$ cat config.mk
export PLATFORM = sky130hd
export DESIGN_NAME = universal_register
export DESIGN_NICKNAME = d
export VERILOG_FILES = /design/src/rtl/universal_register.sv
export SDC_FILE = /design/constraint.sdc
export NUM_CORES = 1
export LEC_CHECK = 0
export CELL_PAD_IN_SITES_DETAIL_PLACEMENT = 1
export CELL_PAD_IN_SITES_GLOBAL_PLACEMENT = 2
export CORE_UTILIZATION = 30
export CTS_CLUSTER_SIZE = 25
export DETAILED_ROUTE_END_ITERATION = 7
export MAX_ROUTING_LAYER = met4
export PLACE_DENSITY_LB_ADDON = 0.1
export SLEW_MARGIN = 25
export SYNTH_ARGS = -nofsm -noshare
export SYNTH_HDL_FRONTEND = slang
export SYNTH_SLANG_ARGS = --single-unit
$ cat constraint.sdc
create_clock -name clk -period 4.9 [get_ports clk]
set_clock_uncertainty 0.2 [all_clocks]
set_input_delay 0.49 -clock clk [delete_from_list [all_inputs] [get_ports clk]]
set_output_delay 0.49 -clock clk [all_outputs]
set_load 0.02 [all_outputs]
$ cat src/rtl/universal_register.sv
// Parametrised multi-mode register: load, shift, rotate, increment and decrement with carry/zero flags.
// Build option: define UREG_SATURATE_EN to make INC/DEC saturate instead of wrapping.
module universal_register #(
    parameter int               WIDTH       = 8,
    parameter logic [WIDTH-1:0] RESET_VALUE = '0
) (
    input  logic             clk,
    input  logic             reset,
    input  logic             clr,
    input  logic             en,
    input  logic [2:0]       mode,
    input  logic [WIDTH-1:0] din,
    input  logic             sin,
    output logic [WIDTH-1:0] dout,
    output logic             carry,
    output logic             zero
);

    localparam logic [2:0] MODE_HOLD = 3'b000;
    localparam logic [2:0] MODE_LOAD = 3'b001;
    localparam logic [2:0] MODE_SHL  = 3'b010;
    localparam logic [2:0] MODE_SHR  = 3'b011;
    localparam logic [2:0] MODE_ROL  = 3'b100;
    localparam logic [2:0] MODE_ROR  = 3'b101;
    localparam logic [2:0] MODE_INC  = 3'b110;
    localparam logic [2:0] MODE_DEC  = 3'b111;

    localparam logic [WIDTH-1:0] ALL_ONES = '1;
    localparam logic [WIDTH-1:0] ONE      = {{(WIDTH-1){1'b0}}, 1'b1};

    // Each helper returns {carry, data} computed from the pre-op contents.
    function automatic logic [WIDTH:0] inc_op(input logic [WIDTH-1:0] d);
        logic [WIDTH:0] sum;
        sum = {1'b0, d} + {1'b0, ONE};
`ifdef UREG_SATURATE_EN
        if (d == ALL_ONES)
            sum = {1'b1, ALL_ONES};
`endif
        return sum;
    endfunction

    function automatic logic [WIDTH:0] dec_op(input logic [WIDTH-1:0] d);
        logic             borrow;
        logic [WIDTH-1:0] diff;
        borrow = (d == '0);
        diff   = d - ONE;
`ifdef UREG_SATURATE_EN
        if (borrow)
            diff = '0;
`endif
        return {borrow, diff};
    endfunction

    function automatic logic [WIDTH:0] shift_op(input logic [2:0] m,
                                                input logic [WIDTH-1:0] d,
                                                input logic s);
        logic [WIDTH:0] res;
        case (m)
            MODE_SHL: res = {d[WIDTH-1], d[WIDTH-2:0], s};
            MODE_SHR: res = {d[0], s, d[WIDTH-1:1]};
            MODE_ROL: res = {d[WIDTH-1], d[WIDTH-2:0], d[WIDTH-1]};
            default:  res = {d[0], d[0], d[WIDTH-1:1]};
        endcase
        return res;
    endfunction

    logic [WIDTH-1:0] next_dout;
    logic             next_carry;

    always_comb begin
        next_dout  = dout;
        next_carry = carry;
        case (mode)
            MODE_HOLD: begin
                next_dout  = dout;
                next_carry = carry;
            end
            MODE_LOAD: begin
                next_dout  = din;
                next_carry = 1'b0;
            end
            MODE_SHL, MODE_SHR, MODE_ROL, MODE_ROR:
                {next_carry, next_dout} = shift_op(mode, dout, sin);
            MODE_INC:
                {next_carry, next_dout} = inc_op(dout);
            MODE_DEC:
                {next_carry, next_dout} = dec_op(dout);
            default: begin
                next_dout  = dout;
                next_carry = carry;
            end
        endcase
    end

    // Priority: async reset, then synchronous clear, then enabled operation.
    always_ff @(posedge clk or negedge reset) begin
        if (!reset) begin
            dout  <= RESET_VALUE;
            carry <= 1'b0;
        end else if (clr) begin
            dout  <= RESET_VALUE;
            carry <= 1'b0;
        end else if (en) begin
            dout  <= next_dout;
            carry <= next_carry;
        end
    end

    assign zero = (dout == '0);

endmodule

==> impl_summary.txt <==
----------------------------------------------------
[Clock network]
  Post-CTS Hold Fix Bufs ... 0
  Number of buffers on the longest clock path ... 2
  Clock tree from TritonCTS ... yes
  Post-cts resize count ... 0
  Insertion delay of the later-clocked pin in the worst-skew pair ... 0.23 ns
  Setup fix buffers added after clock tree synthesis ... 0
  Number of sinks on the clock net ... 9
  H-tree depth ... 1
  Clock slew seen by the registers of the worst setup and hold paths ... 0.04 ns
  Number of CTS-inserted buffers ... 3
  Clock tree root driver cell ... clkbuf_8

[Drt]
  Detailed-route wire length per cell ... 17.2 um
  Drt initial violations ... 55
  Via-per-instance ratio ... 5.79
  Detail Route Antenna Nets ... 0
  Number of vias in the routed layout ... 1186
  Number of remaining DRC errors ... 0
  Post-Route WL ... 3.53 mm
  First-pass iteration count of the detailed router ... 4

[Worst setup path]
  Slowest cell on the critical path ... clkdlybuf4s50_1
  CP cell instances ... or3_1 -> nor4_1 -> and2_1 -> clkdlybuf4s50_1
  Kind of cell adding the most delay to the critical path ... simple AND/OR/NAND/NOR gates
  Arrival @ worst endpoint ... 2.21 ns
  Start of the worst register-to-register path ... dout[0]
  Critical Path Start Type ... register
  Setup CP Type ... reg -> out
  Kind of capture point of the worst setup path ... output pin
  Capture instance of the worst register-to-register path ... dout[4]
  Worst Reg-to-Reg Cells ... 6
  Maximum fanout along the worst path ... 10
  Required time reported for the critical path endpoint ... 4.21 ns
  Count of buffer and inverter cells on the critical path ... 1
  Peak per-stage delay on the critical path ... 0.59 ns
  Register-to-Register Setup Slack ... 2.61 ns

[Synth]
  Flops & latches, synth ... 9
  Number of unique standard cell types used by synthesis ... 48
  Number of flops mapped to enable cells by yosys ... 0
  Cell area after synthesis ... 1110 um^2
  Yosys warning count ... 0
  Leading cell types by total area after synthesis ... dfrtp_1 20%, mux2i_1 6.3%, a21oi_1 5.4%
  Avg Synthesized Cell Area ... 7.73 um^2
  List of most frequent post-synthesis cells ... 13 x nand2_1, 13 x nor2_1, 12 x a21oi_1, 9 x buf_2, 9 x dfrtp_1
  Gate Count Post-Synth ... 144
  Synth Net Count ... 163
  Fraction of registers with async set or reset after synthesis ... 100%
  Dominant synthesized flop cell ... dfrtp_1
  Library cell occupying the most area in the post-synthesis netlist ... dfrtp_1
  Fraction of the yosys area taken by sequential cells ... 20.2%
  Top cell type's share of synthesized area ... 20.2%

[GRT]
  Global-route wire length before repair ... 5.96 mm
  Largest net degree at the start of global routing ... 29
  Total GRT Usage ... 19.5%
  Vias in the first global route ... 1173
  Global route total overflow ... 0
  Initial antenna violation count ... 0

[Hold path]
  Worst hold stages ... 2
  Worst Hold Path EP ... carry
  Beginning of the worst hold path ... carry
  Worst hold path class ... reg -> reg

[Final layout]
  Antenna Cells ... 0
  Share of layout cells above drive strength 1 ... 7.55%
  Area added between synthesis and finish ... 23.0%
  Count of fill cells added during filler insertion ... 439
  Non-Filler Instances ... 205
  # nets final ... 179

[Timing]
  Slew at the pin with the worst max-slew slack ... 0.698 ns
  Slew margin rel. ... 53.3%
  Count of final setup violators ... 0
  Setup repair after global routing missed its margin ... no
  Fin Setup TNS ... 0 ns
  Number of hold-slack violations in the final timing report ... 0
  Number of max-slew violations in the final report ... 0
  Max Clock Freq ... 0.345 GHz
  Minimum period implied by the final worst setup slack ... 2.90 ns
  Part of the cycle the worst path needs ... 59.1%

[Floorplan]
  Die width ... 62.9 um
  IO Count ... 26
  Core area ... 3440 um^2
  Effective utilization at floorplan ... 32.4%
  Die Area ... 3960 um^2
  Number of cell rows ... 21
  Die Ht ... 62.9 um

[Placed design]
  Final estimated routing congestion in global placement ... 0.832
  Post-DP HPWL ... 2.54 mm
  Placed cell count ... 201
  Port-buffer cells ... 25

[Run]
  Maximum capacitance violations ... 0

[Pwr]
  Power per cell area ... 262 nW/um^2
  Post-route total power ... 0.359 mW
  Leakage component of the power ... 0.529 nW
  VDD IR-drop max ... 105 uV

[Run status]
  Outcome ... finished clean

----------------------------------------------------
==> power breakdown <==
group	internal, mW	total (mW)	switching, mW
Combinational	0.0807	0.163	0.0818
Sequential	0.0827	0.110	0.0269
Clock	0.0567	0.0866	0.0299
Total	0.220	0.359	0.139
==> how the worst max path moves through the flow <==
stage	from	end	slack (ns)	depth (start not counted)
after floorplan	dout[1]	dout[4]	2.77	7
after global placement	mode[1]	dout[7]	1.69	6
after detailed placement	mode[1]	dout[7]	1.63	6
after CTS	mode[1]	dout[7]	1.89	6
after global routing	dout[6]	zero	1.91	4
final	dout[6]	zero	2.00	4
==> cell usage in the layout, fill, tap and decap left out, types with 2 or more instances in the layout <==
| cell | netlist | final |
|---|---|---|
| ha_1 | 3 | 3 |
| nor2b_1 | 5 | 5 |
| a41oi_1 | 2 | 2 |
| nor3_1 | 3 | 3 |
| xor2_1 | 2 | 2 |
| clkbuf_8 | 0 | 3 |
| nor2_1 | 13 | 13 |
| a21oi_1 | 12 | 12 |
| nand2_1 | 13 | 13 |
| buf_2 | 9 | 2 |
| dfrtp_1 | 9 | 9 |
| o21ai_0 | 8 | 8 |
| and2_1 | 2 | 2 |
| a32oi_1 | 2 | 2 |
| mux2i_1 | 7 | 7 |
| clkdlybuf4s50_1 | 0 | 23 |
| a31oi_1 | 3 | 3 |
| a211oi_1 | 8 | 8 |
| inv_1 | 3 | 3 |
| nand2b_1 | 3 | 3 |
| and3_1 | 4 | 4 |
| nor4_1 | 3 | 3 |
==> worst min-delay path: cells and delay by family (launching register included) <==
family,cells,cell delay [ns]
flip-flops,1,0.36
AO/OA/AOI/OAI,2,0.14
==> final cells by class <==
class	count	area, um^2	area share, %
Sequential cell	9	225	16.4
Timing Repair Buffer	25	240	17.5
Multi-Input combinational cell	118	791	57.7
Inverter	3	11.3	0.822
Clock buffer	4	45.0	3.29
Tap cell	46	57.6	4.20
==> flip-flops by register name, indices dropped and copies added (netlist names) <==
register and count:
dout 8, carry 1
==> layer usage <==
| metal | share of wire [%] | vias up | track usage [%] |
|---|---|---|---|
| met5 | 0 | - | - |
| met4 | 1.1 | 0 | 7.56 |
| met3 | 4.0 | 4 | 2.01 |
| met2 | 47 | 35 | 28.9 |
| met1 | 48 | 581 | 26.9 |
| li1 | - | 566 | - |
==> stage by stage <==
step	cell area (um^2)	hold slack, ns	setup slack (ns)	utilization, %
3_3_place_gp	1340	0.322	1.69	38.8
3_5_place_dp	1340	0.319	1.63	38.8
5_1_grt	1370	0.365	1.91	39.8
6_report	1370	0.337	2.00	39.8
4_1_cts	1380	0.333	1.89	40.1
2_1_floorplan	1110	-0.00559	2.77	-
==> cell families after synthesis <==
logic type	after synthesis	share of synthesized area [%]
simple gates	54	25.6
compound gates	50	32.0
buf+inv	17	8.76
flops	9	20.2
mux	8	7.64
xor+xnor	3	2.36
fa+ha+maj	3	3.37
No activity file was read; power rests on OpenSTA's default activity.
